## config.mk

```make
export PLATFORM = sky130hd
export DESIGN_NAME = move_input_conditioner
export DESIGN_NICKNAME = d
export VERILOG_FILES = /design/src/rtl/move_input_pkg.sv /design/src/rtl/move_input_conditioner_debounce.sv /design/src/rtl/move_input_conditioner.sv
export SDC_FILE = /design/constraint.sdc
export NUM_CORES = 1
export LEC_CHECK = 0
export CAP_MARGIN = 5
export CORE_ASPECT_RATIO = 0.8
export CORE_MARGIN = 3
export CORE_UTILIZATION = 50
export DETAILED_ROUTE_END_ITERATION = 12
export GPL_TIMING_DRIVEN = 0
export HOLD_SLACK_MARGIN = 0.15
export PLACE_DENSITY_LB_ADDON = 0.15
export SLEW_MARGIN = 10
export SYNTH_ARGS = -nofsm -noshare
export SYNTH_HDL_FRONTEND = slang
export SYNTH_SLANG_ARGS = --single-unit
```

## constraint.sdc

```tcl
create_clock -name clk -period 2.9 [get_ports clk]
set_clock_uncertainty 0.05 [all_clocks]
set_input_delay 0.29 -clock clk [delete_from_list [all_inputs] [get_ports clk]]
set_output_delay 0.29 -clock clk [all_outputs]
set_load 0.02 [all_outputs]
```

## src/rtl/move_input_pkg.sv

```systemverilog
// Shared types for the 2048 move input conditioner.
// FSM state encoding, direction indices and one-hot direction helpers.
package move_input_pkg;

    typedef enum logic [1:0] {
        IDLE         = 2'd0,
        FIRE         = 2'd1,
        COOLDOWN     = 2'd2,
        WAIT_RELEASE = 2'd3
    } state_t;

    localparam int DIR_UP    = 0;
    localparam int DIR_RIGHT = 1;
    localparam int DIR_DOWN  = 2;
    localparam int DIR_LEFT  = 3;
    localparam int NUM_DIRS  = 4;

    typedef logic [NUM_DIRS-1:0] dir_t;

    // Highest-priority pressed direction as one-hot: up > right > down > left.
    function automatic dir_t pick_dir(input dir_t lv);
        dir_t d;
        d = '0;
        if (lv[DIR_UP])
            d[DIR_UP] = 1'b1;
        else if (lv[DIR_RIGHT])
            d[DIR_RIGHT] = 1'b1;
        else if (lv[DIR_DOWN])
            d[DIR_DOWN] = 1'b1;
        else if (lv[DIR_LEFT])
            d[DIR_LEFT] = 1'b1;
        return d;
    endfunction

endpackage

```

## src/rtl/move_input_conditioner_debounce.sv

```systemverilog
// Two-flop synchroniser plus stable-level debounce for one push-button.
// The level flips only after DEBOUNCE_CYCLES consecutive disagreeing samples.
module button_debounce #(
    parameter int DEBOUNCE_CYCLES = 1000,
    parameter int CNT_W           = 16
) (
    input  logic clk,
    input  logic rst,
    input  logic raw,
    output logic level
);

    localparam logic [CNT_W-1:0] LAST = CNT_W'(DEBOUNCE_CYCLES - 1);

    logic             sync1;
    logic             sync2;
    logic [CNT_W-1:0] cnt;

    // Bring the asynchronous button into the clock domain.
    always_ff @(posedge clk) begin
        if (rst) begin
            sync1 <= 1'b0;
            sync2 <= 1'b0;
        end else begin
            sync1 <= raw;
            sync2 <= sync1;
        end
    end

    // Accept a new level once it has disagreed for the full stable window.
    always_ff @(posedge clk) begin
        if (rst) begin
            cnt   <= '0;
            level <= 1'b0;
        end else if (sync2 == level) begin
            cnt <= '0;
        end else if (cnt == LAST) begin
            level <= sync2;
            cnt   <= '0;
        end else begin
            cnt <= cnt + 1'b1;
        end
    end

endmodule

```

## src/rtl/move_input_conditioner.sv

```systemverilog
// Turns four bouncy buttons into one-hot single-cycle move pulses with cooldown.
// Optional macro AUTOREPEAT_EN adds hold-to-repeat in WAIT_RELEASE.
import move_input_pkg::*;

module move_input_conditioner #(
    parameter int DEBOUNCE_CYCLES = 1000,
    parameter int COOLDOWN_CYCLES = 128,
    parameter int REPEAT_DELAY    = 4096,
    parameter int REPEAT_PERIOD   = 1024,
    parameter int CNT_W           = 16
) (
    input  logic clk,
    input  logic rst,
    input  logic raw_up,
    input  logic raw_right,
    input  logic raw_down,
    input  logic raw_left,
    output logic btn_up,
    output logic btn_right,
    output logic btn_down,
    output logic btn_left,
    output logic ready
);

    localparam int CNT_MAX = (1 << CNT_W) - 1;

    localparam logic [CNT_W-1:0] COOL_LAST = CNT_W'(COOLDOWN_CYCLES - 1);

    // Every cycle count must fit the shared counter width.
    if (DEBOUNCE_CYCLES < 1 || DEBOUNCE_CYCLES > CNT_MAX ||
        COOLDOWN_CYCLES < 0 || COOLDOWN_CYCLES > CNT_MAX ||
        REPEAT_DELAY < 1 || REPEAT_DELAY > CNT_MAX ||
        REPEAT_PERIOD < 1 || REPEAT_PERIOD > CNT_MAX) begin : g_param_check
        $error("move_input_conditioner: cycle parameter out of range");
    end

    dir_t             level;
    state_t           state;
    state_t           state_n;
    logic [CNT_W-1:0] cnt;
    logic [CNT_W-1:0] cnt_n;
    dir_t             last;
    dir_t             last_n;
    dir_t             btn_q;
    logic             ready_q;

`ifdef AUTOREPEAT_EN
    localparam logic [CNT_W-1:0] DELAY_LAST  = CNT_W'(REPEAT_DELAY - 1);
    localparam logic [CNT_W-1:0] PERIOD_LAST = CNT_W'(REPEAT_PERIOD - 1);

    logic rep_first;
    logic rep_first_n;
    logic rep_off;
    logic rep_off_n;
`endif

    button_debounce #(.DEBOUNCE_CYCLES(DEBOUNCE_CYCLES), .CNT_W(CNT_W)) u_db_up (
        .clk(clk), .rst(rst), .raw(raw_up), .level(level[DIR_UP])
    );
    button_debounce #(.DEBOUNCE_CYCLES(DEBOUNCE_CYCLES), .CNT_W(CNT_W)) u_db_right (
        .clk(clk), .rst(rst), .raw(raw_right), .level(level[DIR_RIGHT])
    );
    button_debounce #(.DEBOUNCE_CYCLES(DEBOUNCE_CYCLES), .CNT_W(CNT_W)) u_db_down (
        .clk(clk), .rst(rst), .raw(raw_down), .level(level[DIR_DOWN])
    );
    button_debounce #(.DEBOUNCE_CYCLES(DEBOUNCE_CYCLES), .CNT_W(CNT_W)) u_db_left (
        .clk(clk), .rst(rst), .raw(raw_left), .level(level[DIR_LEFT])
    );

    // State, shared counter and last fired direction.
    always_ff @(posedge clk) begin
        if (rst) begin
            state <= IDLE;
            cnt   <= '0;
            last  <= '0;
`ifdef AUTOREPEAT_EN
            rep_first <= 1'b0;
            rep_off   <= 1'b0;
`endif
        end else begin
            state <= state_n;
            cnt   <= cnt_n;
            last  <= last_n;
`ifdef AUTOREPEAT_EN
            rep_first <= rep_first_n;
            rep_off   <= rep_off_n;
`endif
        end
    end

    // Next state: fire once, cool down, then wait for a full release.
    always_comb begin
        state_n = state;
        cnt_n   = cnt;
        last_n  = last;
`ifdef AUTOREPEAT_EN
        rep_first_n = rep_first;
        rep_off_n   = rep_off;
`endif
        unique case (state)
            IDLE: begin
                if (|level) begin
                    state_n = FIRE;
                    last_n  = pick_dir(level);
                    cnt_n   = '0;
`ifdef AUTOREPEAT_EN
                    rep_first_n = 1'b1;
                    rep_off_n   = 1'b0;
`endif
                end
            end
            FIRE: begin
                cnt_n   = '0;
                state_n = (COOLDOWN_CYCLES == 0) ? WAIT_RELEASE : COOLDOWN;
            end
            COOLDOWN: begin
                if (cnt == COOL_LAST) begin
                    cnt_n   = '0;
                    state_n = WAIT_RELEASE;
                end else begin
                    cnt_n = cnt + 1'b1;
                end
            end
            WAIT_RELEASE: begin
                if (level == '0) begin
                    cnt_n   = '0;
                    state_n = IDLE;
                end
`ifdef AUTOREPEAT_EN
                else if (!rep_off && level == last) begin
                    if (cnt == (rep_first ? DELAY_LAST : PERIOD_LAST)) begin
                        cnt_n       = '0;
                        state_n     = FIRE;
                        rep_first_n = 1'b0;
                    end else begin
                        cnt_n = cnt + 1'b1;
                    end
                end else begin
                    cnt_n     = '0;
                    rep_off_n = 1'b1;
                end
`endif
            end
            default: begin
                state_n = IDLE;
                cnt_n   = '0;
            end
        endcase
    end

    // Outputs are registered from the next state so they are glitch-free.
    always_ff @(posedge clk) begin
        if (rst) begin
            btn_q   <= '0;
            ready_q <= 1'b1;
        end else begin
            btn_q   <= (state_n == FIRE) ? last_n : '0;
            ready_q <= (state_n == IDLE);
        end
    end

    assign btn_up    = btn_q[DIR_UP];
    assign btn_right = btn_q[DIR_RIGHT];
    assign btn_down  = btn_q[DIR_DOWN];
    assign btn_left  = btn_q[DIR_LEFT];
    assign ready     = ready_q;

endmodule

```

* Word-level counts from Yosys, hierarchy flattened
Cells that the tools add are included.
** Word-level totals
- Bits in read-only memories :: 0
- Latch bits :: 0
- Logic and storage cells :: 77
- Output and inout port bits :: 5
- Memories :: 0
- Input bits :: 6
- Bits in writable memories :: 0
- Bits in registers :: 103
** Operators by class
- Shift operators :: 0
- Equality and inequality tests :: 15
- $mul :: 0
- Add/sub/neg operators :: 5
- Bitwise logic cells :: 5
- Order comparisons :: 0
- Divide/modulo/power cells :: 0
- Reduce and logical (&&, ||, !) cells :: 14
- Muxes and demuxes :: 17
** Operators with widths (number)
- adder 16 x 1 -> 16 bit (second input constant) :: 5
- equality test 16 x 10 -> 1 bit (second input constant) :: 4
- one-hot mux 16 bit (4 select lines) :: 1
- two-way mux 16 bit :: 3
- equality test 16 x 7 -> 1 bit (second input constant) :: 1
- OR reduction 3 bit :: 4
- AND reduction 2 bit :: 5
- two-way mux 2 bit :: 4
- two-way mux 4 bit :: 2
- one-hot mux 2 bit (4 select lines) :: 1
- two-way mux 1 bit :: 5
- inverter 1 bit :: 5
- equality test 1 bit :: 4
- equality test 2 x 1 -> 1 bit (second input constant) :: 2
- equality test 2 bit (second input constant) :: 2
- logical NOT 2 bit :: 2
- logical NOT 4 bit :: 1
- inequality test 2 bit (second input constant) :: 2
- OR reduction 4 bit :: 1
- two-way mux 3 bit :: 1
- OR reduction 2 bit :: 1

* Logic depth before layout (Yosys ltp)
- Depth after elaboration :: 6
- Depth in mapped cells :: 8
- Gate-level depth less buffers :: 6

* By module
Synthesis repeated with hierarchy kept, for this count alone.
** Unflattened totals
- Cell total of the unflattened synthesis :: 507
- Area total of the unflattened synthesis :: 4595.7 µm²
** Modules (own cells, without submodules)
- button_debounce :: cells each 90, seq. area each 380.4 µm², area each 844.6 µm², instances 4
- move_input_conditioner :: cells each 147, seq. area each 500.5 µm², area each 1217.4 µm², instances 1

* Worst setup path after synthesis
Ideal clock, no wire load.
- Path type :: register -> register
- Start :: register cnt[0]
- End :: register cnt[15]
- Stages on the path, launching flop included :: 9
- Library setup time :: 0.074 ns
- Slack :: 0.983 ns
- Required time :: 2.776 ns
- Path buffers :: 2
- Arrival time :: 1.793 ns
- Clock period less this slack :: 1.917 ns
- Cells stage by stage :: dfxtp_1 -> ha_1 -> and3_4 -> buf_6 -> and4_4 -> or3_1 -> buf_2 -> or3_1 -> o21ai_0
** Between the ends
- Longest elaborated chain between the ends :: 3
- Elaborated cells on any way between the ends :: 4
- Those cells by class :: add/sub: 1; eq/ne: 1; mux: 2
** Ends and longest elaborated chain
- from (decl) :: line move_input_conditioner.sv:40 : logic [CNT_W-1:0] cnt;
- from (signal assigned) :: line move_input_conditioner.sv:82 : cnt <= cnt_n;
- adder 16 x 1 -> 16 bit / equality test 16 x 7 -> 1 bit (equally long branches) :: line move_input_conditioner.sv:121, move_input_conditioner.sv:117
- two-way mux 16 bit * :: line move_input_conditioner.sv:117 : if (cnt == COOL_LAST) begin
- one-hot mux 16 bit (4 select lines) * :: line move_input_conditioner.sv:100 : unique case (state)
Every way passes the cells marked *; elsewhere a longest branch is shown, timed or not.
A chain may end at the register's enable or synchronous reset.

* Final worst setup path
- Start :: register cnt[0]
- End :: register cnt[10]
The elaborated chain is that of the path after synthesis.

==> run_results.csv <==
group,metric,value,unit
global_routing,overflow,0,
detailed_routing,first_pass_iters,4,
sta,min_period,2.08,ns
floorplanning,num_io_pins,11,
status,outcome,"finished clean",
power,peakVddDrop,0.337,mV
detailed_routing,drt_first_iter_violations,123,
floorplanning,rows,29,
setup_path,rr_startpoint,"cnt[0]",
cells_and_area,nNetsFinal,506,
sta,worst_pin_slew,0.630,ns
logic_synthesis,synth_top_cell_by_area,"dfxtp_1",
detailed_routing,drtAntennaViolNets,0,
logic_synthesis,syn_area,4230,µm²
logic_synthesis,synth.top_cell.area_share,47.4,%
setup_path,cp_slowest_cell,"dfxtp_1",
min_path,hp-class,"flop to flop",
sta,slew_headroom,57.7,%
sta,finalWorstSetupSlack,0.821,ns
setup_path,arrival,2.32,ns
placed_design,hpwlAfterDp,5280,µm
logic_synthesis,ys_warn_count,0,
cells_and_area,area_delta_synth_final,9.94,%
setup_path,crit_type,"flop to flop",
power,clkPwrFrac,37.7,%
detailed_routing,wl,7400,µm
detailed_routing,wl_per_cell,12.2,µm
sta,period_share,71.7,%
power,sw_frac_of_total,21.3,%
floorplanning,coreArea,8090,µm²
cts,cts_root_buffer,"clkbuf_8",
power,power.leakage,1.59,nW
logic_synthesis,async_flop_share,0,%
sta,final_hold_viol_count,0,
logic_synthesis,synth_cell_type_count,42,
setup_path,crit_path_max_fanout,9,
power,power.internal,0.00179,W
logic_synthesis,avgSynthCellArea,8.92,µm²
sta,tns,0,ns
global_routing,grt_max_degree,16,
run,max_cap_violations,0,
placed_design,preCtsSetupSlack,0.829,ns
setup_path,critPathMaxStageDelay,0.36,ns
cts,path_clk_slew,0.09,ns
cts,clkLatencyLatePin,0.36,ns
cts,cts_hold_buf,0,
cts,cts.repair.resized,0,
setup_path,critPathLaunchType,"flop",
power,switchingPower,0.000486,W
min_path,min_from,"u_db_up.sync1",
global_routing,grt_pass1_vias,2795,
detailed_routing,via_per_inst,5.19,
logic_synthesis,ys_seq_area_share,47.4,%
placed_design,gp_congestion,0.810,
cells_and_area,nFillCells,744,
cts,cts_buffers,9,
cells_and_area,drive_above_1_share,5.60,%
floorplanning,start_util,52.2,%
logic_synthesis,ys_seq_elements,100,
logic_synthesis,synthTopCellsByArea,"dfxtp_1, nor2_1, xor2_1",
sta,fmax,0.481,GHz
logic_synthesis,syn_nets,485,
global_routing,grt.total_usage,16.6,%
sta,slew_violations,0,
cells_and_area,antenna_cells,0,
cts,clockBufferDepth,2,
setup_path,crit_path_start,"cnt[0]",
floorplanning,dieArea,9600,µm²
detailed_routing,num_vias,3154,
power,power_frac_seq,60.6,%
global_routing,antenna_found_initial,0,
setup_path,cp-end-kind,"flop",
global_routing,grt_pass1_wl,12600,µm
cts,htreeDepth,3,
floorplanning,die_x,109,µm
power,comb_power_share,1.7,%
cts,cts_tree,"yes",
setup_path,crit_required,3.14,ns
setup_path,crit_chain,"ha_1, and3_4, buf_6, and4_4, or3_1, buf_2, or3_1, o21ai_0",
logic_synthesis,netlist_instances,474,
floorplanning,fp.dieH,88.2,µm
placed_design,port_buffers,10,
power,power.density,490,nW/µm²
logic_synthesis,synth_edf_count,0,
cts,numClockSinks,100,
sta,setup_viol,0,
logic_synthesis,synthFlopType,"dfxtp_1",
setup_path,cpMostUsedCell,"or3_1",
cts,postCtsSetupBuffers,0,
detailed_routing,remaining_drc_errors,0,
sta,rsz0062_at_grt,"false",
## layout by cell type, fill, tap and decap left out, types with 2 or more instances in the layout
| master | synthesis | routed |
|---|---|---|
| xor2_1 | 36 | 36 |
| nand2_1 | 20 | 20 |
| nor4_1 | 9 | 9 |
| and2_1 | 4 | 4 |
| o21ai_0 | 9 | 9 |
| xnor2_1 | 27 | 27 |
| a31oi_1 | 5 | 5 |
| ha_1 | 5 | 5 |
| nand3_1 | 28 | 28 |
| nor2b_1 | 9 | 9 |
| or3_1 | 6 | 6 |
| clkdlybuf4s50_1 | 0 | 10 |
| and4_1 | 7 | 7 |
| nor4bb_1 | 2 | 2 |
| dfxtp_1 | 100 | 100 |
| clkinvlp_4 | 0 | 2 |
| and3_1 | 9 | 9 |
| buf_2 | 4 | 4 |
| nor3_1 | 13 | 13 |
| nand4_1 | 15 | 15 |
| clkbuf_8 | 0 | 9 |
| a31o_2 | 2 | 2 |
| buf_4 | 2 | 2 |
| a21oi_1 | 12 | 12 |
| a41oi_1 | 2 | 2 |
| clkbuf_1 | 7 | 10 |
| mux2i_1 | 4 | 4 |
| inv_1 | 15 | 15 |
| nor2_1 | 94 | 94 |
| buf_6 | 2 | 2 |
| nand2b_1 | 12 | 12 |
## power by group through the flow
stage | Sequential, W | Clock (W) | Combinational, W
after floorplan | 0.00141 | 0 | 0.0000226
final | 0.00138 | 0.000860 | 0.0000379
after global routing | 0.00138 | 0.000946 | 0.0000428
after global placement | 0.00141 | 0 | 0.0000380
after detailed placement | 0.00141 | 0 | 0.0000386
after CTS | 0.00138 | 0.000894 | 0.0000385
## cell usage after synthesis, types with 2 or more instances
| library cell | instances |
|---|---|
| dfxtp_1 | 100 |
| nor2_1 | 94 |
| xor2_1 | 36 |
| nand3_1 | 28 |
| xnor2_1 | 27 |
| nand2_1 | 20 |
| inv_1 | 15 |
| nand4_1 | 15 |
| nor3_1 | 13 |
| a21oi_1 | 12 |
| nand2b_1 | 12 |
| and3_1 | 9 |
| nor2b_1 | 9 |
| nor4_1 | 9 |
| o21ai_0 | 9 |
| and4_1 | 7 |
| clkbuf_1 | 7 |
| or3_1 | 6 |
| a31oi_1 | 5 |
| ha_1 | 5 |
| and2_1 | 4 |
| buf_2 | 4 |
| mux2i_1 | 4 |
| a31o_2 | 2 |
| a41oi_1 | 2 |
| buf_4 | 2 |
| buf_6 | 2 |
| nor4bb_1 | 2 |
## registers in the layout (all words and copies together) (netlist names), 2 cells and up
signal          count
btn_q               4
u_db_right.cnt     16
u_db_up.cnt        16
cnt                16
state               2
u_db_down.cnt      16
u_db_left.cnt      16
## metrics by stage
step                      power [W]  hold WS (ns)  cells  util (%)  instance area, µm²
after floorplan             0.00144         0.364    474         -                4230
after global placement      0.00145         0.368    592      55.2                4460
after detailed placement    0.00145         0.372    592      55.2                4460
after CTS                   0.00231         0.394    608      57.4                4650
after global routing        0.00237         0.407    608      57.4                4650
final                       0.00228         0.390    608      57.4                4650
## kinds of logic after synthesis
family	after synthesis	synth area share, %
flops	100	47.4
fa+ha+maj	6	1.72
simple gates	236	28.4
mux	5	1.30
compound gates	34	4.85
buf+inv	30	3.31
xor+xnor	63	13.1
## worst paths after layout
kind | depth (start not counted) | slack (ns) | end
worst max-delay path | 8 | 0.82 | cnt[10]
worst min-delay path | 1 | 0.39 | u_db_up.sync2
worst max register to register | 8 | 0.82 | cnt[10]
worst min register to register | 1 | 0.39 | u_db_up.sync2
## layout make-up
class	count	area, µm²	share of cell area, %
inverter	15	56.3	1.21
clock buffer	12	135	2.91
multi-input combinational	344	2090	44.9
tap	108	135	2.91
buffer	15	83.8	1.80
sequential	100	2000	43.1
clock inverter	4	50.0	1.08
timing repair buffer	10	100	2.15
## metal layers
layer / track usage, % / vias to the layer above / routed length [µm]
met4: 3.78 / 0 / 50
li1: - / 1651 / -
met3: 5.69 / 4 / 305
met1: 22.7 / 1448 / 3790
met2: 25.6 / 51 / 3260
met5: 0 / - / 0
## critical path: cells and delay by family (launching register included)
family	cells	cell delay, ns
AOI/OAI and AO/OA	1	0.08
adders and majority gates	1	0.24
buffers and inverters	2	0.31
DFF	1	0.36
and+or+nand+nor	4	0.98
Note: power is estimated with default switching activity, not from simulation.
